`src/rtl/adder_share_arb_if.sv`:
```
// adder_share_arb_if: requester, adder and response signals of the shared-adder arbiter
interface adder_share_arb_if #(
    parameter int NREQ = 4,
    parameter int W    = 64,
    parameter int IDW  = 2
);
    logic [NREQ-1:0]   req_valid;
    logic [NREQ-1:0]   req_ready;
    logic [NREQ-1:0]   req_cin;
    logic [NREQ*W-1:0] req_a;
    logic [NREQ*W-1:0] req_b;
    logic [W-1:0]      add_a;
    logic [W-1:0]      add_b;
    logic              add_cin;
    logic [W-1:0]      add_s;
    logic              add_cout;
    logic              rsp_valid;
    logic              rsp_ready;
    logic [W-1:0]      rsp_sum;
    logic              rsp_cout;
    logic [IDW-1:0]    rsp_id;
    logic              busy;
    modport slave (
        input  req_valid, req_a, req_b, req_cin, add_s, add_cout, rsp_ready,
        output req_ready, add_a, add_b, add_cin, rsp_valid, rsp_sum, rsp_cout, rsp_id, busy
    );
    modport master (
        output req_valid, req_a, req_b, req_cin, add_s, add_cout, rsp_ready,
        input  req_ready, add_a, add_b, add_cin, rsp_valid, rsp_sum, rsp_cout, rsp_id, busy
    );
endinterface

```
`src/rtl/adder_share_arb.sv`:
```
// adder_share_arb: round-robin sequencer sharing one external adder among requesters
module adder_share_arb #(
    parameter int NREQ = 4,
    parameter int W    = 64,
    parameter int IDW  = 2
) (
    input logic clk,
    input logic rst,
    adder_share_arb_if.slave bus
);
    typedef enum logic [1:0] {IDLE, EXEC, RESP} state_t;
    state_t         state;
    logic [IDW-1:0] rr_ptr;
    logic [IDW-1:0] cur_id;
    logic [IDW-1:0] win;
    logic [IDW-1:0] idx;
    logic           any;
    logic           grant;
    // pick the first valid requester at or after rr_ptr, wrapping; lowest offset wins
    always_comb begin
        win = '0;
        idx = '0;
        any = 1'b0;
        for (int k = NREQ - 1; k >= 0; k--) begin
            idx = IDW'((int'(rr_ptr) + k) % NREQ);
            if (bus.req_valid[idx]) begin
                win = idx;
                any = 1'b1;
            end
        end
    end
    assign grant         = any && (state == IDLE || (state == RESP && bus.rsp_ready));
    assign bus.req_ready = grant ? (NREQ'(1) << win) : '0;
    assign bus.busy      = state != IDLE;
    // latch winner operands on grant, capture adder result one cycle later, hold until accepted
    always_ff @(posedge clk) begin
        if (rst) begin
            state         <= IDLE;
            rr_ptr        <= '0;
            cur_id        <= '0;
            bus.add_a     <= '0;
            bus.add_b     <= '0;
            bus.add_cin   <= 1'b0;
            bus.rsp_valid <= 1'b0;
            bus.rsp_sum   <= '0;
            bus.rsp_cout  <= 1'b0;
            bus.rsp_id    <= '0;
        end else begin
            if (grant) begin
                bus.add_a   <= bus.req_a[int'(win)*W +: W];
                bus.add_b   <= bus.req_b[int'(win)*W +: W];
                bus.add_cin <= bus.req_cin[win];
                cur_id      <= win;
                rr_ptr      <= (int'(win) == NREQ - 1) ? '0 : win + 1'b1;
            end
            case (state)
                IDLE: state <= grant ? EXEC : IDLE;
                EXEC: begin
                    bus.rsp_sum   <= bus.add_s;
                    bus.rsp_cout  <= bus.add_cout;
                    bus.rsp_id    <= cur_id;
                    bus.rsp_valid <= 1'b1;
                    state         <= RESP;
                end
                default: if (bus.rsp_ready) begin
                    bus.rsp_valid <= 1'b0;
                    state         <= grant ? EXEC : IDLE;
                end
            endcase
        end
    end
endmodule
```
`src/flat_wrapper.sv`:
```
// flat-port wrapper written by rule: the top's interface ports become plain ports
module adder_share_arb_flat 
#(
    parameter int NREQ = 4,
    parameter int W    = 64,
    parameter int IDW  = 2
)
  (clk, rst, bus_req_valid, bus_req_a, bus_req_b, bus_req_cin, bus_add_s, bus_add_cout, bus_rsp_ready, bus_req_ready, bus_add_a, bus_add_b, bus_add_cin, bus_rsp_valid, bus_rsp_sum, bus_rsp_cout, bus_rsp_id, bus_busy);
  adder_share_arb_if #(.NREQ(NREQ), .W(W), .IDW(IDW)) bus_i ();
  input logic clk;
  input logic rst;
  input wire logic [$bits(bus_i.req_valid)-1:0] bus_req_valid;
  input wire logic [$bits(bus_i.req_a)-1:0] bus_req_a;
  input wire logic [$bits(bus_i.req_b)-1:0] bus_req_b;
  input wire logic [$bits(bus_i.req_cin)-1:0] bus_req_cin;
  input wire logic [$bits(bus_i.add_s)-1:0] bus_add_s;
  input wire logic [$bits(bus_i.add_cout)-1:0] bus_add_cout;
  input wire logic [$bits(bus_i.rsp_ready)-1:0] bus_rsp_ready;
  output wire logic [$bits(bus_i.req_ready)-1:0] bus_req_ready;
  output wire logic [$bits(bus_i.add_a)-1:0] bus_add_a;
  output wire logic [$bits(bus_i.add_b)-1:0] bus_add_b;
  output wire logic [$bits(bus_i.add_cin)-1:0] bus_add_cin;
  output wire logic [$bits(bus_i.rsp_valid)-1:0] bus_rsp_valid;
  output wire logic [$bits(bus_i.rsp_sum)-1:0] bus_rsp_sum;
  output wire logic [$bits(bus_i.rsp_cout)-1:0] bus_rsp_cout;
  output wire logic [$bits(bus_i.rsp_id)-1:0] bus_rsp_id;
  output wire logic [$bits(bus_i.busy)-1:0] bus_busy;
  assign bus_i.req_valid = bus_req_valid;
  assign bus_i.req_a = bus_req_a;
  assign bus_i.req_b = bus_req_b;
  assign bus_i.req_cin = bus_req_cin;
  assign bus_i.add_s = bus_add_s;
  assign bus_i.add_cout = bus_add_cout;
  assign bus_i.rsp_ready = bus_rsp_ready;
  assign bus_req_ready = bus_i.req_ready;
  assign bus_add_a = bus_i.add_a;
  assign bus_add_b = bus_i.add_b;
  assign bus_add_cin = bus_i.add_cin;
  assign bus_rsp_valid = bus_i.rsp_valid;
  assign bus_rsp_sum = bus_i.rsp_sum;
  assign bus_rsp_cout = bus_i.rsp_cout;
  assign bus_rsp_id = bus_i.rsp_id;
  assign bus_busy = bus_i.busy;
  adder_share_arb #(.NREQ(NREQ), .W(W), .IDW(IDW)) u_core (.clk(clk), .rst(rst), .bus(bus_i));
endmodule
```
`config.mk`:
```
export PLATFORM = sky130hd
export DESIGN_NAME = adder_share_arb_flat
export DESIGN_NICKNAME = d
export VERILOG_FILES = /design/src/rtl/adder_share_arb_if.sv /design/src/rtl/adder_share_arb.sv /design/src/flat_wrapper.sv
export SDC_FILE = /design/constraint.sdc
export NUM_CORES = 1
export LEC_CHECK = 0
export CORE_AREA = 3 3 305 307
export CTS_BUF_LIST = sky130_fd_sc_hd__clkbuf_2
export DETAILED_ROUTE_END_ITERATION = 8
export DIE_AREA = 0 0 308 310
export HOLD_SLACK_MARGIN = 0.08
export PLACE_DENSITY = 0.44
export SYNTH_ARGS = -nofsm -noshare
export SYNTH_HDL_FRONTEND = slang
export SYNTH_SLANG_ARGS = --single-unit
```
`constraint.sdc`:
```
create_clock -name clk -period 1.8 [get_ports clk]
set_clock_uncertainty 0.05 [all_clocks]
set_input_delay 0.36 -clock clk [delete_from_list [all_inputs] [get_ports clk]]
set_output_delay 0.36 -clock clk [all_outputs]
set_load 0.01 [all_outputs]
```
==> metrics.md <==
| Metric | Value |
|---|---|
| Maximum root-to-sink buffer count | 3 |
| Die ar. | 95500 µm² |
| Violated checks | setup timing |
| Most frequent cell after synthesis | nand2_1 |
| Slew @ Worst Pin | 0.568 ns |
| Hold Crit Class | in2reg |
| Crit. End Element | primary output |
| Crit path DAT | 2.38 ns |
| Share of layout cells above drive strength 1 | 34.6% |
| Status | finished with violations |
| Worst Reg-to-Reg Cells | 11 |
| Yosys warnings | 0 |
| Pwr Total | 21100 µW |
| Achievable Freq | 358 MHz |
| Setup crit start kind | register |
| CP Cell Sequence | nand2b_4 > and2b_1 > o22a_4 > ha_4 > and2_4 > buf_6 |
| Die width | 308 µm |
| Average cell area after synthesis | 9.67 µm² |
| Commonest cells in the synthesized netlist | nand2_1, mux2i_1, dfxtp_1, o221ai_1, a21oi_1 |
| Final wirelength | 75600 µm |
| Fillers | 8897 |
| Post-synthesis cell count | 1062 |
| 1st-pass router iterations | 5 |
| Root Buffer | clkbuf_2 |
| Post-synthesis sequential area ratio | 39.6% |
| Worst Path Buf+Inv | 1 |
| Largest net degree at the start of global routing | 70 |
| Worst vdd ir | 397 µV |
| CP max FO | 5 |
| Hold EP | u_core.bus.rsp_sum[14] |
| Most common flop cell mapped by yosys | dfxtp_1 |
| DR WL/cell | 19.6 µm |
| Initial antenna violation count | 21 |
| Hold Path Origin | bus_add_s[14] |
| DR vias | 14900 |
| Ys async rst share | 0% |
| Slowest library cell on the worst path | dfxtp_2 |
| Worst EP required | 1.39 ns |
| Max-slew headroom | 62.1% |
| Setup repair after global routing missed its margin | true |
| Dpl ws | -0.969 ns |
| Post-synthesis instance area | 10300 µm² |
| First-pass GRT wire length | 104000 µm |
| Setup WS post-layout | -0.991 ns |
| Clock buffer count from CTS | 68 |
| Setup CP Type | reg2out |
| Fin nets | 3217 |
| Clock transition at the registers of the reported paths | 0.09 ns |
| FF-to-FF Start | u_core.rr_ptr[0] |
| Critical path's top delay family | simple AND/OR/NAND/NOR gates |
| CTS sink cnt | 203 |
| Number of global-route vias before repair | 16600 |
| Biggest area consumer among synthesized cells | dfxtp_1 |
| Via-to-Cell Ratio | 3.85 |
| Syn-to-layout area delta | 196% |
| Share of the synthesized area in the top cell type | 39.6% |
| Reg-to-Reg End | u_core.bus.add_a[38] |
| Post-synth cell types | 30 |
| GPL Wtd Cong | 0.818 |
| I/O Buffers | 789 |
| Max Cap Viol | 0 |
| Post-layout util | 33.6% |
| Slew Viols, Final | 0 |
| Post-DRT Antenna Nets | 0 |
| Gr usage total | 14.6% |
| Final Hold Viols | 0 |
| Core area | 90300 µm² |
| # DRC | 0 |
| Row count | 110 |
| Grt ovf | 0 |
| Iter 0 DRT Violations | 637 |
| Slowest cell delay on critical path | 0.35 ns |
| Lkg Pwr | 0.0116 µW |
| Post-DP HPWL | 52600 µm |
| EDFF count, synth | 0 |
| Post-route clock period utilization | 155% |
| Fin cells | 3862 |
| Yosys reg bits | 203 |
| Placed cells | 3044 |
| H-tree Lvls | 3 |
| Syn nets | 1651 |
| Worst-Skew Late Latency | 1.04 ns |
| Power per cell area | 694 nW/µm² |
| Die Ht | 310 µm |
| Final setup fails | 331 |
| Post-route minimum period | 2.79 ns |
| Initial Util | 11.4% |
| Worst hold path depth | 4 |
| Top post-synthesis cells by area | dfxtp_1, mux2i_1, nand2_1 |
| I/O pins | 790 |
| R2R setup slack | -0.53 ns |
| CTS tree | done |
[flip-flops by register name, summed over array words and instances, names as in the netlist]
register              cells
u_core.state              2
u_core.bus.rsp_sum       64
u_core.bus.add_b         64
u_core.bus.add_a         64
u_core.bus.rsp_id         2
u_core.bus.rsp_valid      1
u_core.bus.rsp_cout       1
u_core.rr_ptr             2
u_core.cur_id             2
u_core.bus.add_cin        1
[worst max-delay path by stage]
stage,from,end,slack (ns),cells past startpoint
6_report,u_core.rr_ptr[0],bus_req_ready[3],-0.99,6
5_1_grt,u_core.rr_ptr[0],bus_req_ready[3],-1.31,6
4_1_cts,u_core.rr_ptr[0],bus_req_ready[3],-1.26,6
3_5_place_dp,bus_req_valid[0],bus_req_ready[0],-0.97,7
3_3_place_gp,bus_req_valid[0],bus_req_ready[1],-0.94,7
2_1_floorplan,u_core.rr_ptr[0],u_core.rr_ptr[0],-0.02,8
[area by class of cell]
cell class	count	area [µm²]	share of cell area, %
Timing Repair Buffer	1590	17000	55.9
Multi-Input combinational cell	763	6920	22.8
Sequential cell	203	4340	14.3
Tap cell	1176	1470	4.85
Clock buffer	100	500	1.65
Clock inverter	9	123	0.404
Antenna cell	19	47.5	0.157
Inverter	2	7.51	0.0247
[kinds of logic (layout without fill, tap and decap cells)]
| kind of cell | after synthesis | count (layout) | share of synthesized area (%) |
|---|---|---|---|
| buffers and inverters | 96 | 1701 | 5.80 |
| multiplexers | 258 | 258 | 25.2 |
| AO/OA/AOI/OAI | 209 | 209 | 18.0 |
| other | 0 | 19 | 0 |
| AND/OR/NAND/NOR | 295 | 295 | 11.4 |
| flip-flops | 203 | 203 | 39.6 |
| adder cells (fa/ha/maj) | 1 | 1 | 0.122 |
[where the power goes]
group | switching (µW) | internal (µW)
combinational | 4180 | 6710
clock | 2410 | 1880
sequential | 551 | 5350
[cells in the final DEF, fill, tap and decap left out, types with 2 or more instances in the layout]
master,instances
nand2_1,272
diode_2,19
mux2i_4,66
clkinv_1,2
clkbuf_2,100
nor2_4,2
buf_2,3
o221ai_2,61
nand2b_4,3
clkdlybuf4s50_1,586
buf_8,5
dfxtp_2,192
dfxtp_4,9
dlygate4sd3_1,607
a21oi_1,73
nor2_1,2
buf_4,91
mux2i_2,70
buf_12,49
mux2i_1,122
dfxtp_1,2
nand2b_1,2
inv_1,2
o221ai_1,68
bufinv_16,3
buf_16,20
buf_6,220
clkbuf_16,8
[worst register-to-register path: cells and delay by family (launching register included)]
family | cells | cell delay [ns]
AOI/OAI and AO/OA | 2 | 0.41
buffers and inverters | 6 | 0.84
DFF | 1 | 0.35
muxes | 1 | 0.22
and+or+nand+nor | 2 | 0.32
[repair_timing]
item	in CTS	in global routing
pin swaps	27	48
setup endpoints to repair	331	332
hold endpoints to repair	203	0
hold buffers	607	0
cloned	17	8
resized for setup	1394	228
buffers inserted	36	31
[layer usage]
layer | track usage, % | routed length, µm | up-vias
met5 | 0 | 0 | -
met4 | 4.98 | 2480 | 0
met3 | 5.13 | 5820 | 132
met2 | 27.3 | 39300 | 606
met1 | 15.2 | 28000 | 7035
li1 | - | - | 7088
[through the flow]
stage,area [µm²],hold slack (ns),setup TNS (ns)
4_1_cts,28900,0.0809,-120.50
6_report,30400,0.347,-70.15
3_3_place_gp,20300,0.385,-108.63
3_5_place_dp,20300,0.396,-110.11
5_1_grt,30400,0.0956,-137.82
2_1_floorplan,10300,0.382,-0.0375
Note: power is estimated with default switching activity, not from simulation.
